--- src/rtl/crossfade_pkg.sv ---
// rtl/crossfade_pkg.sv - shared crossfade types and constants
package crossfade_pkg;

    localparam int ALPHA_W = 5;
    localparam logic [ALPHA_W-1:0] ALPHA_ONE  = 5'd16;
    localparam logic [ALPHA_W-1:0] ALPHA_ZERO = 5'd0;

    typedef enum logic [1:0] {
        SETTLED_A = 2'd0,
        RAMP_UP   = 2'd1,
        SETTLED_B = 2'd2,
        RAMP_DOWN = 2'd3
    } xfade_state_t;

    function automatic logic is_endpoint(input logic [ALPHA_W-1:0] a);
        return (a == ALPHA_ZERO) || (a == ALPHA_ONE);
    endfunction

endpackage

--- src/rtl/tick_counter.sv ---
// rtl/tick_counter.sv - loadable up/down counter advancing only when enabled
module tick_counter #(
    parameter int WIDTH = 8
) (
    input  logic             clk,
    input  logic             reset,
    input  logic             en,
    input  logic             load,
    input  logic             up,
    input  logic [WIDTH-1:0] load_value,
    output logic [WIDTH-1:0] count
);

    always_ff @(posedge clk or negedge reset) begin
        if (!reset) begin
            count <= '0;
        end else if (en) begin
            if (load)
                count <= load_value;
            else if (up)
                count <= count + WIDTH'(1);
            else
                count <= count - WIDTH'(1);
        end
    end

endmodule

--- src/rtl/crossfade_sequencer.sv ---
// rtl/crossfade_sequencer.sv - tick-paced a/b crossfade weight sequencer with hold-off
module crossfade_sequencer
    import crossfade_pkg::*;
#(
    parameter int STEP_TICKS = 8,
    parameter int HOLD_TICKS = 64
) (
    input  logic               clk,
    input  logic               reset,
    input  logic               enable_3M,
    input  logic               select_b,
    output logic [ALPHA_W-1:0] alpha_sequence,
    output logic               busy,
    output logic               active_b,
    output logic               done
);

    localparam int STEP_W = 8;
    localparam int HOLD_W = 10;
    localparam logic [STEP_W-1:0] STEP_LAST = STEP_W'(STEP_TICKS - 1);
    localparam logic [HOLD_W-1:0] HOLD_LOAD = HOLD_W'(HOLD_TICKS);

    xfade_state_t       state, state_nxt;
    logic [ALPHA_W-1:0] alpha_nxt;
    logic [STEP_W-1:0]  step_count;
    logic [HOLD_W-1:0]  hold_count;
    logic               ramping, hold_zero, step_due;
    logic               start_up, start_dn, reverse, advance, finish;
    logic               step_en, step_load, hold_en, hold_load;

    assign ramping   = (state == RAMP_UP) || (state == RAMP_DOWN);
    assign hold_zero = (hold_count == '0);
    assign step_due  = (step_count == STEP_LAST);
    assign start_up  = (state == SETTLED_A) && hold_zero && select_b;
    assign start_dn  = (state == SETTLED_B) && hold_zero && !select_b;
    // A reversal wins over a step falling due on the same tick.
    assign reverse   = ((state == RAMP_UP) && !select_b) || ((state == RAMP_DOWN) && select_b);
    assign advance   = ramping && !reverse && step_due;

    always_comb begin
        alpha_nxt = alpha_sequence;
        state_nxt = state;
        case (state)
            SETTLED_A: if (start_up) begin
                alpha_nxt = 5'd1;
                state_nxt = RAMP_UP;
            end
            SETTLED_B: if (start_dn) begin
                alpha_nxt = ALPHA_ONE - 5'd1;
                state_nxt = RAMP_DOWN;
            end
            RAMP_UP: begin
                if (reverse) begin
                    alpha_nxt = alpha_sequence - 5'd1;
                    state_nxt = RAMP_DOWN;
                end else if (advance) begin
                    alpha_nxt = alpha_sequence + 5'd1;
                end
            end
            RAMP_DOWN: begin
                if (reverse) begin
                    alpha_nxt = alpha_sequence + 5'd1;
                    state_nxt = RAMP_UP;
                end else if (advance) begin
                    alpha_nxt = alpha_sequence - 5'd1;
                end
            end
            default: ;
        endcase
        // Any alpha move that lands on 0 or 16 ends the ramp, including a reversal step.
        finish = ramping && (reverse || advance) && is_endpoint(alpha_nxt);
        if (finish)
            state_nxt = (alpha_nxt == ALPHA_ONE) ? SETTLED_B : SETTLED_A;
    end

    assign step_en   = enable_3M && (start_up || start_dn || ramping);
    assign step_load = start_up || start_dn || reverse || advance;
    assign hold_en   = enable_3M && (finish || (!ramping && !hold_zero));
    assign hold_load = finish;

    tick_counter #(.WIDTH(STEP_W)) u_step_counter (
        .clk        (clk),
        .reset      (reset),
        .en         (step_en),
        .load       (step_load),
        .up         (1'b1),
        .load_value ('0),
        .count      (step_count)
    );

    tick_counter #(.WIDTH(HOLD_W)) u_hold_counter (
        .clk        (clk),
        .reset      (reset),
        .en         (hold_en),
        .load       (hold_load),
        .up         (1'b0),
        .load_value (HOLD_LOAD),
        .count      (hold_count)
    );

    always_ff @(posedge clk or negedge reset) begin
        if (!reset) begin
            state          <= SETTLED_A;
            alpha_sequence <= ALPHA_ZERO;
            busy           <= 1'b0;
            active_b       <= 1'b0;
            done           <= 1'b0;
        end else begin
            done <= 1'b0;
            if (enable_3M) begin
                state          <= state_nxt;
                alpha_sequence <= alpha_nxt;
                busy           <= (state_nxt == RAMP_UP) || (state_nxt == RAMP_DOWN);
                active_b       <= (state_nxt == SETTLED_B);
                done           <= finish;
            end
        end
    end

    a_alpha_range: assert property (@(posedge clk) disable iff (!reset)
        alpha_sequence <= ALPHA_ONE);

endmodule

--- config.mk ---
export PLATFORM = sky130hd
export DESIGN_NAME = crossfade_sequencer
export DESIGN_NICKNAME = d
export VERILOG_FILES = /design/src/rtl/crossfade_pkg.sv /design/src/rtl/tick_counter.sv /design/src/rtl/crossfade_sequencer.sv
export SDC_FILE = /design/constraint.sdc
export NUM_CORES = 1
export LEC_CHECK = 0
export ABC_AREA = 1
export CAP_MARGIN = 20
export CORE_MARGIN = 2
export CORE_UTILIZATION = 40
export CTS_CLUSTER_SIZE = 25
export DETAILED_ROUTE_END_ITERATION = 10
export GPL_TIMING_DRIVEN = 0
export SLEW_MARGIN = 40
export SYNTH_ARGS = -nofsm -noshare
export SYNTH_HDL_FRONTEND = slang
export SYNTH_SLANG_ARGS = --single-unit
--- constraint.sdc ---
create_clock -name clk -period 2.3 [get_ports clk]
set_clock_uncertainty 0.1 [all_clocks]
set_input_delay 0.46 -clock clk [delete_from_list [all_inputs] [get_ports clk]]
set_output_delay 0.46 -clock clk [all_outputs]
set_load 0.05 [all_outputs]
Word level (Yosys, flattened, before mapping)
Cells that the tools add are included.
Widths: inputs -> output; s select.
Word-level totals
  flip-flop bits (word level): 28
  input port bits: 4
  output and inout port bits: 8
  word-level logic and storage cells: 66
Operators by class
  add/subtract/negate cells: 4
  equal/unequal tests: 8
  multiplexer cells: 17
  reduce and logical (&&, ||, !) cells: 30
Operator list (count)
  $mux 5: 6
  $pmux 5 s4: 1
  $logic_and 1x1->1: 13
  $mux 2: 6
  $logic_not 10->1: 1
  $logic_or 1x1->1: 10
  $mux 10: 1
  $sub 10x1->10 const B: 1
  $add 8x1->8 const B: 1
  $eq 2x2->1 const B: 4
  $eq 8x3->1 const B: 1
  $mux 8: 1
  $pmux 2 s4: 1
  $add 5x1->5 const B: 1
  $eq 5x5->1 const B: 1
  $logic_not 5->1: 1
  $sub 5x1->5 const B: 1
  $eq 2x1->1 const B: 2
  $logic_not 1->1: 4
  $logic_not 2->1: 1
  $mux 1: 1

Depth between registers and ports, before layout
Gate-level depths: netlist (run 1).
  word-level depth: 15
  mapped depth: 16
  mapped depth without buffers: 16

Cells and area by module
From an unflattened synthesis (run 1), not the netlist that was laid out.
Second synthesis, totals
  cell total of the unflattened synthesis: 422
  area total of the unflattened synthesis: 2668.8 µm²
By module, submodules not included
  crossfade_sequencer: instances 1, cells each 178, area an instance 1014.7 µm², seq. area each 225.2 µm²
  tick_counter at u_hold_counter: instances 1, cells each 138, area an instance 927.1 µm², seq. area each 250.2 µm²
  tick_counter at u_step_counter: instances 1, cells each 106, area an instance 726.9 µm², seq. area each 200.2 µm²

Worst setup path before layout (run 1)
No wires, ideal clock.
  kind: reg2reg
  start: reg alpha_sequence[1]
  end: reg u_hold_counter.count[8]
  setup time: 0.117 ns
  arrival time: 2.170 ns
  required time: 2.083 ns
  path slack: -0.086 ns
  cell stages (with the launch flop): 17
  path buffers: 0
  clock period less this slack: 2.386 ns
  path through: dfrtp_1 -> inv_1 -> ha_1 -> inv_1 -> nand2_1 -> nand3_1 -> o21ai_0 -> nand2_2 -> nand2_2 -> nor2_2 -> nand3_2 -> nor2_4 -> nand3_4 -> nor2_8 -> nor2_8 -> nand2_1 -> nand2_1
Between the ends
  longest elaborated chain between the ends: 9
  elaborated cells between the ends (all ways): 16
  classes of those cells: add/sub (2); eq/ne (1); mux (8); reduce/logical (5)
RTL lines
  from (decl): RTL line crossfade_sequencer.sv:12  | output logic [ALPHA_W-1:0] alpha_sequence,
  from (signal assigned): RTL line crossfade_sequencer.sv:112  | alpha_sequence <= alpha_nxt;
  $sub 5x1->5 / $add 5x1->5 (equally long branches)
  $mux 5, on equally long branches: RTL line crossfade_sequencer.sv:64, crossfade_sequencer.sv:56
  $mux 5, on equally long branches: RTL line crossfade_sequencer.sv:61, crossfade_sequencer.sv:53
  $pmux 5 s4 *: RTL line crossfade_sequencer.sv:43  | case (state)
  $eq 5x5->1 / $logic_not 5->1 (equally long branches): RTL line crossfade_pkg.sv:16  | return (a == ALPHA_ZERO) || (a == ALPHA_ONE);
  $logic_or 1x1->1 *: RTL line crossfade_pkg.sv:16
  $logic_and 1x1->1 *: RTL line crossfade_sequencer.sv:71  | finish = ramping && (reverse || advance) && is_endpoint(alpha_nxt);
  $logic_or 1x1->1: RTL line crossfade_sequencer.sv:78  | assign hold_en = enable_3M && (finish || (!ramping && !hold_zero));
  $logic_and 1x1->1: RTL line crossfade_sequencer.sv:78
  to (signal assigned): RTL line tick_counter.sv:19  | count <= load_value;
  to (signal assigned): RTL line tick_counter.sv:21  | count <= count + WIDTH'(1);
  to (signal assigned): RTL line tick_counter.sv:23  | count <= count - WIDTH'(1);
  to (decl): RTL line tick_counter.sv:11  | output logic [WIDTH-1:0] count
Every way passes the cells marked *; elsewhere a longest branch is shown, timed or not.
A chain may end at the register's enable or synchronous reset.

Final worst setup path (run 1)
  start: reg alpha_sequence[2]
  end: out alpha_sequence[2]
No word-level cell between the ends.

==> results of run 1 <==
-- cell families (layout without fill, tap and decap cells) --
logic type / Yosys count / in the layout / share of synthesized area
AOI/OAI and AO/OA: 22 / 22 / 0.0529
xor gates and xnor gates: 11 / 11 / 0.0452
adders and majority gates: 5 / 5 / 0.0294
buffers and inverters: 40 / 65 / 0.0817
DFF: 27 / 27 / 0.317
and+or+nand+nor: 194 / 194 / 0.474
-- Yosys cell counts (all sizes together) --
library cell / instances / area, um^2
nor4: 1 / 12.5
nand2: 110 / 500
o21ai: 16 / 80.1
clkbuf: 1 / 3.75
a21oi: 5 / 25.0
dfrtp: 27 / 676
nand3: 28 / 168
a211oi: 1 / 7.51
buf: 2 / 18.8
ha: 5 / 62.6
xor2: 7 / 61.3
nand4: 7 / 43.8
inv: 35 / 139
clkinv: 2 / 12.5
xnor2: 4 / 35.0
nor2: 38 / 223
or2: 5 / 31.3
nor3: 5 / 30.0
-- through the flow --
step	area, um^2	std cells	worst slack (ns)	utilization
2_1_floorplan	2130	299	0.0391	-
3_3_place_gp	2320	379	-0.290	0.454
3_5_place_dp	2310	379	-0.302	0.453
4_1_cts	2360	383	0.00755	0.462
5_1_grt	2510	394	-0.00512	0.491
6_report	2510	394	0.121	0.491
-- report_power, final --
part           internal, mW  switching, mW
combinational         0.776           1.25
sequential            0.645          0.209
clock                 0.124          0.145
total                  1.54           1.60
-- cell type report --
class                           instances  area (um^2)  share of cell area
Timing Repair Buffer                   21          178              0.0708
Tap cell                               70         87.6              0.0349
Inverter                               37          156              0.0623
Multi-Input combinational cell        232         1340               0.533
Clock buffer                            4         45.0              0.0180
Buffer                                  3         26.3              0.0105
Sequential cell                        27          678               0.270
-- layer usage --
metal	track usage	share of wire	up-vias
met5	0	0	-
met1	0.203	0.48	846
met2	0.291	0.48	32
met4	0.0345	0.015	0
met3	0.0271	0.022	10
li1	-	-	999
-- timing repair --
item | 4_1_cts | 5_1_grt
gates resized for setup | 0 | 19
endpoints found under the hold margin | 0 | 0
buffers inserted | 0 | 11
endpoints found under the setup margin | 0 | 15
-- worst min path at each step --
stage / from / endpoint / slack, ns / depth (start not counted)
CTS: reset / u_hold_counter.count[0] / 0.11 / 1
global route: reset / u_step_counter.count[7] / 0.13 / 1
global placement: u_hold_counter.count[0] / u_hold_counter.count[0] / 0.37 / 2
finish: reset / u_hold_counter.count[0] / 0.08 / 1
detailed placement: u_hold_counter.count[0] / u_hold_counter.count[0] / 0.37 / 2
floorplan: reset / active_b / 0.06 / 0
-- sequential cells by signal, summed over array words and instances, names as in the netlist --
signal,cells
u_step_counter.count,8
alpha_sequence,5
active_b,1
u_hold_counter.count,10
done,1
state,1
busy,1
==> flow_metrics.env, run 1 <==
export IMPL_mostFrequentLayoutCells="85 x nand2_1, 27 x inv_1, 25 x dfrtp_1"
export IMPL_crit_end="alpha_sequence[2]"
export IMPL_cap_viol_max_count=0
export IMPL_grt_total_usage=0.162
export IMPL_reg2reg_depth=16
export IMPL_overflow=0
export IMPL_place_congestion=0.831
export IMPL_numCtsBuffers=3
export IMPL_grt_first_pass_wirelength_um=8030
export IMPL_die_h_um=77.0
export IMPL_r2r_end="u_hold_counter.count[8]"
export IMPL_fill_cells=513
export IMPL_synth_seq_area_share=0.317
export IMPL_path_buf_inv=1
export IMPL_synth_cell_types=33
export IMPL_p_leak_nw=1.26
export IMPL_h_tree_depth=1
export IMPL_final_common_cell="nand2_1"
export IMPL_whs_ns=0.0751
export IMPL_setup_viol=0
export IMPL_cp_end_kind="primary output"
export IMPL_grt_pass1_vias=1818
export IMPL_antenna_found_initial=0
export IMPL_post_dp_hpwl_um=3450
export IMPL_critical_path_startpoint="alpha_sequence[2]"
export IMPL_vias=1887
export IMPL_cts_tree="done"
export IMPL_yosysWarnings=0
export IMPL_clkSinkCount=27
export IMPL_clk_path_buf_depth=2
export IMPL_tightest_slew_ns=0.598
export IMPL_synth_area_per_cell_um2=7.12
export IMPL_routed_wl_um=4510
export IMPL_drtAntennaViolNets=0
export IMPL_dieArea_um2=5920
export IMPL_syn_nets=308
export IMPL_clock_latency_ns=0.27
export IMPL_cp_cell_sequence="clkdlybuf4s50_1"
export IMPL_report_final_slew_viol_count=0
export IMPL_drt_initial_drc_count=119
export IMPL_cts_clk_slew_worst_paths_ns=0.09
export IMPL_root_buffer="clkbuf_8"
export IMPL_critPathRequiredTime_ns=1.74
export IMPL_nNetsFinal=334
export IMPL_worstHoldPathType="input pin to asynchronous set/reset pin"
export IMPL_core_area_um2=5110
export IMPL_slowest_delay_ns=0.85
export IMPL_grt_max_degree=28
export IMPL_num_rows=26
export IMPL_rrSetupSlack_ns=0.17
export IMPL_drcViolationCount=0
export IMPL_cp_max_fo=7
export IMPL_vdd_ir_drop_max_mv=0.625
export IMPL_status="finished, final reports clean"
export IMPL_via_per_inst=4.79
export IMPL_synth_cells=299
export IMPL_synth_seq_cells=27
export IMPL_die_x_um=77.0
export IMPL_reg2reg_from="busy"
export IMPL_synth_area_um2=2130
export IMPL_wire_per_inst_um=11.5
export IMPL_total_power_mw=3.15
export IMPL_cp_slowest_cell="clkdlybuf4s50_1"
export IMPL_ios=12
export IMPL_area_growth_pct=17.8
export IMPL_finalCriticalPeriod_ns=2.18
export IMPL_fin_crit_sh=0.948
export IMPL_dr_pass1_iters=6
export IMPL_max_slew_margin_rel=0.602
export IMPL_setup_tns_ns=0
export IMPL_finalHoldViolCount=0
export IMPL_max_freq_mhz=459
export IMPL_crit_family="buffers and inverters"
export IMPL_cts_hold_buf=0
export IMPL_initial_core_util=0.417
export IMPL_io_buffers=10
export IMPL_critical_path_class="register to primary output"
export IMPL_cp_start_kind="register"
export IMPL_antenna_cells=0
export IMPL_crit_cells=1
export IMPL_powerDensity_nw_per_um2=1260
export IMPL_arrival_ns=1.62
export IMPL_drive_gt1_frac=0.244
No activity file was read; power rests on OpenSTA's default activity.
==> run 2, diff against run 1 <==
clock period = 2 ns   (was 2.3 ns; I/O delays follow)
==> run 2 against run 1 <==
Routed wire length increased by 10%. Clock power up 25%. Global-route usage is 1.6 points higher. First-iteration DRC count decreased by 15%. Register-to-register slack worse by 0.23 ns. Flip-flop and latch count unchanged. Sequential share of layout area down 2.4 points. Critical endpoint is now u_hold_counter.count[3]. Setup slack worse by 0.18 ns. Power grew 29%. Combinational power rose by 34%. Cell count increased by 5.3%. The flow now finishes with violations (negative setup slack).
==> flow_metrics.env, run 2 (same netlist as run 1, synthesis figures left out) <==
export IMPL_largest_reg_flops=10
export IMPL_regMostFlops="u_hold_counter.count"
export IMPL_worstHoldPathType="input pin to asynchronous set/reset pin"
export IMPL_vdd_ir_drop_max_mv=0.548
export IMPL_dr_pass1_iters=4
export IMPL_cts_hold_buf=0
export IMPL_reg_top3="u_hold_counter.count (10), u_step_counter.count (8), alpha_sequence (5)"
export IMPL_report_final_slew_viol_count=0
export IMPL_place_ws_ns=-0.514
export IMPL_cap_viol_max_count=0
export IMPL_fill_cells=501
export IMPL_cp_end_kind="register"
export IMPL_io_buffers=10
export IMPL_h_tree_depth=1
export IMPL_die_h_um=77.0
export IMPL_max_freq_mhz=486
export IMPL_cts_tree="done"
export IMPL_die_x_um=77.0
export IMPL_rsz0062_at_grt="true"
export IMPL_grt_max_degree=28
export IMPL_clk_path_buf_depth=2
export IMPL_drcViolationCount=0
export IMPL_core_area_um2=5110
export IMPL_grt_total_usage=0.179
export IMPL_nNetsFinal=355
export IMPL_p_leak_nw=1.44
export IMPL_numCtsBuffers=3
export IMPL_critical_path_class="register to register"
export IMPL_fin_util=0.545
export IMPL_drtAntennaViolNets=0
export IMPL_status="finished with violations"
export IMPL_via_per_inst=4.89
export IMPL_mostFrequentLayoutCells="79 x nand2_1, 31 x buf_4, 24 x inv_1"
export IMPL_finalInstanceArea_um2=2780
export IMPL_grt_pass1_vias=1931
export IMPL_arrival_ns=2.15
export IMPL_whs_ns=0.0134
export IMPL_drt_initial_drc_count=101
export IMPL_total_power_mw=4.05
export IMPL_slowest_delay_ns=0.38
export IMPL_vias=2029
export IMPL_initial_core_util=0.417
export IMPL_dieArea_um2=5920
export IMPL_finalHoldViolCount=0
export IMPL_num_rows=26
export IMPL_wire_per_inst_um=12.0
export IMPL_critPathRequiredTime_ns=2.09
export IMPL_seq_area_um2=684
export IMPL_antenna_cells=0
export IMPL_cp_start_kind="register"
export IMPL_area_growth_pct=30.7
export IMPL_post_dp_hpwl_um=3420
export IMPL_place_congestion=0.893
export IMPL_cp_cell_sequence="ha_2 -> nand2_2 -> nor2_2 -> nand2_4 -> nand2_4 -> nor2_1 -> nor2_2 -> nand3_2 -> nor2_4 -> nand3_4 -> nor2_8 -> nor2_4 -> nand2_2 -> nand2_1"
export IMPL_cts_clk_slew_worst_paths_ns=0.11
export IMPL_overflow=0
export IMPL_cp_max_fo=5
export IMPL_routed_wl_um=4980
export IMPL_antenna_found_initial=0
export IMPL_placed_area_um2=2340
export IMPL_root_buffer="clkbuf_8"
export IMPL_final_common_cell="nand2_1"
export IMPL_multi_input_area_um2=1440
export IMPL_tightest_slew_ns=0.618
export IMPL_violations="negative setup slack"
export IMPL_setup_viol=11
export IMPL_fin_crit_sh=1.03
export IMPL_cp_slowest_cell="dfrtp_1"
export IMPL_clkSinkCount=27
export IMPL_clock_latency_ns=0.29
export IMPL_grt_first_pass_wirelength_um=8690
export IMPL_postLayoutSetupSlackWorst_ns=-0.0564
export IMPL_powerDensity_nw_per_um2=1450
export IMPL_drive_gt1_frac=0.368
export IMPL_max_slew_margin_rel=0.588
export IMPL_finalCriticalPeriod_ns=2.06
export IMPL_ios=12
[run 2: final timing paths]
kind	from	to	slack [ns]	cells past startpoint
max in group asynchronous	reset	alpha_sequence[1]	1.33	1
min	reset	u_hold_counter.count[5]	0.01	1
max reg2reg	u_step_counter.count[1]	u_hold_counter.count[3]	-0.06	14
min reg2reg	active_b	active_b	0.40	2
max	u_step_counter.count[1]	u_hold_counter.count[3]	-0.06	14
min in group clk	active_b	active_b	0.40	2
[run 2: final cells by class]
type	instances	area share
Multi-Input combinational cell	233	0.518
Sequential cell	27	0.246
Timing Repair Buffer	41	0.117
Inverter	37	0.0589
Tap cell	70	0.0315
Clock buffer	3	0.0148
Buffer	3	0.0108
Clock inverter	1	0.00315
[run 2: per-stage QoR]
step	instances	setup TNS, ns
2_1_floorplan	299	-0.932
3_3_place_gp	379	-4.64
3_5_place_dp	379	-3.36
4_1_cts	407	-0.401
5_1_grt	415	-2.49
6_report	415	-0.445
[run 2: what timing repair did]
action	CTS	global route
setup buffers	23	8
hold endpoints to repair	0	0
endpoints found under the setup margin	24	22
gates resized for setup	31	24
gates cloned	1	0
pin swaps	23	14
[run 2: where the power goes]
group | internal [mW] | switching (mW) | total, mW
combinational | 1.10 | 1.63 | 2.73
clock | 0.147 | 0.189 | 0.335
sequential | 0.750 | 0.229 | 0.979
total | 2.00 | 2.05 | 4.05
[run 2: critical path: cells and delay by family (launching register included)]
kind          cells  cell delay (ns)
flops             1             0.38
simple gates     13             1.28
fa+ha+maj         1             0.20
[run 2: layer usage]
metal  vias to the layer above  wire (um)  global-route usage
li1                       1041          -                   -
met1                       949       2400               0.241
met2                        33       2360               0.309
met3                         6        182              0.0224
met4                         0         33              0.0327
met5                         -          0                   0
==> run 3, diff against run 2 <==
GPL_TIMING_DRIVEN = unset   (was 0)
SLEW_MARGIN = 20   (was 40)
==> run 3 against run 2 <==
The run still ends with negative setup slack left. Die area unchanged. Global-route usage increased by 1.4 points. First-iteration DRC count increased by 15%. Largest cell class unchanged. Critical path depth increased by 2. Sequential power decreased by 4.3%. Routed wire length increased by 6.0%. Setup slack got worse by 0.0099 ns. Register-to-register slack about the same. Cell count increased by 8.2%. Sequential share of layout area decreased by 2.0 points. Hold slack improved by 0.36 ns.
==> flow_metrics.env, run 3 (same netlist as run 1, synthesis figures left out) <==
export IMPL_reg_top3="u_hold_counter.count (10), u_step_counter.count (8), alpha_sequence (5)"
export IMPL_setup_tns_ns=-0.560
export IMPL_vias=2138
export IMPL_status="finished with violations"
export IMPL_routed_wl_um=5270
export IMPL_setup_viol=12
export IMPL_area_growth_pct=41.8
export IMPL_post_dp_hpwl_um=3890
export IMPL_overflow=0
export IMPL_seq_area_um2=682
export IMPL_dr_pass1_iters=4
export IMPL_antenna_cells=0
export IMPL_grt_max_degree=28
export IMPL_placedCellCount=429
export IMPL_mostFrequentLayoutCells="78 x nand2_1, 72 x buf_4, 23 x inv_1, 23 x nand3_1"
export IMPL_postLayoutSetupSlackWorst_ns=-0.0663
export IMPL_cts_hold_buf=0
export IMPL_worstHoldPathType="input pin to asynchronous set/reset pin"
export IMPL_finalHoldViolCount=0
export IMPL_ios=12
export IMPL_grt_first_pass_wirelength_um=9410
export IMPL_cts_tree="done"
export IMPL_p_leak_nw=1.61
export IMPL_finalCriticalPeriod_ns=2.07
export IMPL_cp_start_kind="register"
export IMPL_core_area_um2=5110
export IMPL_reg2reg_depth=16
export IMPL_numCtsBuffers=3
export IMPL_whs_ns=0.376
export IMPL_antenna_found_initial=0
export IMPL_dieArea_um2=5920
export IMPL_finalNonFillerCells=449
export IMPL_fill_cells=499
export IMPL_multi_input_area_um2=1440
export IMPL_place_congestion=0.922
export IMPL_vdd_ir_drop_max_mv=0.632
export IMPL_cp_end_kind="register"
export IMPL_critPathRequiredTime_ns=2.09
export IMPL_clk_path_buf_depth=2
export IMPL_drtAntennaViolNets=0
export IMPL_die_x_um=77.0
export IMPL_largest_reg_flops=10
export IMPL_final_common_cell="nand2_1"
export IMPL_violations="negative setup slack"
export IMPL_clkSinkCount=27
export IMPL_r2r_end="u_hold_counter.count[2]"
export IMPL_tightest_slew_ns=0.503
export IMPL_report_final_slew_viol_count=0
export IMPL_powerDensity_nw_per_um2=1430
export IMPL_fin_crit_sh=1.03
export IMPL_regMostFlops="u_hold_counter.count"
export IMPL_total_power_mw=4.31
export IMPL_h_tree_depth=1
export IMPL_io_buffers=11
export IMPL_grt_pass1_vias=2106
export IMPL_drt_initial_drc_count=116
export IMPL_critical_path_startpoint="u_step_counter.count[1]"
export IMPL_fin_util=0.591
export IMPL_grt_total_usage=0.193
export IMPL_arrival_ns=2.16
export IMPL_clock_latency_ns=0.28
export IMPL_critical_path_class="register to register"
export IMPL_drcViolationCount=0
export IMPL_rsz0062_at_grt="true"
export IMPL_max_slew_margin_rel=0.664
export IMPL_cap_viol_max_count=0
export IMPL_wire_per_inst_um=11.7
export IMPL_die_h_um=77.0
export IMPL_drive_gt1_frac=0.425
export IMPL_cts_clk_slew_worst_paths_ns=0.11
export IMPL_reg2reg_from="u_step_counter.count[1]"
export IMPL_num_rows=26
export IMPL_nNetsFinal=389
export IMPL_initial_core_util=0.417
export IMPL_cp_max_fo=5
export IMPL_root_buffer="clkbuf_8"
export IMPL_rrSetupSlack_ns=-0.07
export IMPL_via_per_inst=4.76
export IMPL_max_freq_mhz=484
## run 3: worst max-delay path: stages (launching register included)
cell and delay [ns]:
dfrtp_1 0.41, ha_4 0.17, nand2_4 0.07, inv_2 0.07, nand2_2 0.06, nor2_4 0.14
nand2_2 0.07, nand2_1 0.06, nand2_1 0.06, nand2_2 0.08, nand3_2 0.08, nor2_4 0.12
nand3_4 0.11, nor2_8 0.19, nor2_8 0.07, nand2_2 0.06, nand2_1 0.04
## run 3: routing by layer
layer,global-route usage,up-vias,routed length [um]
li1,-,1108,-
met1,0.276,1006,2620
met2,0.323,22,2530
met3,0.0188,2,115
met4,0.0273,0,8
met5,0,-,0
## run 3: metrics by stage
stage	setup slack (ns)	area, um^2
3_3_place_gp	-0.366	2700
6_report	-0.0663	3020
2_1_floorplan	-0.111	2160
4_1_cts	-0.0391	2970
3_5_place_dp	-0.420	2700
5_1_grt	-0.202	3020
## run 3: how the worst max path moves through the flow
stage                     cells after the start  slack [ns]                 endpoint
final                                        16       -0.07  u_hold_counter.count[2]
after global routing                         15       -0.20  u_hold_counter.count[5]
after CTS                                    15       -0.04  u_hold_counter.count[8]
after detailed placement                     15       -0.42  u_hold_counter.count[8]
after global placement                       15       -0.37  u_hold_counter.count[9]
after floorplan                              16       -0.11  u_hold_counter.count[9]
## run 3: final cells by class
type                       count  area share
clock inverter                 1     0.00290
multi-input combinational    233       0.478
sequential                    27       0.226
inverter                      37      0.0510
clock buffer                   3      0.0137
timing repair buffer          78       0.200
tap                           70      0.0290
## run 3: power by group
part | internal (mW) | switching (mW)
clock | 0.146 | 0.189
combinational | 1.33 | 1.71
sequential | 0.746 | 0.191
## run 3: what timing repair did
action	in CTS	in global routing
pin swaps	31	10
buffers inserted	14	1
resized for setup	29	12
cloned	1	0
endpoints found under the setup margin	16	25
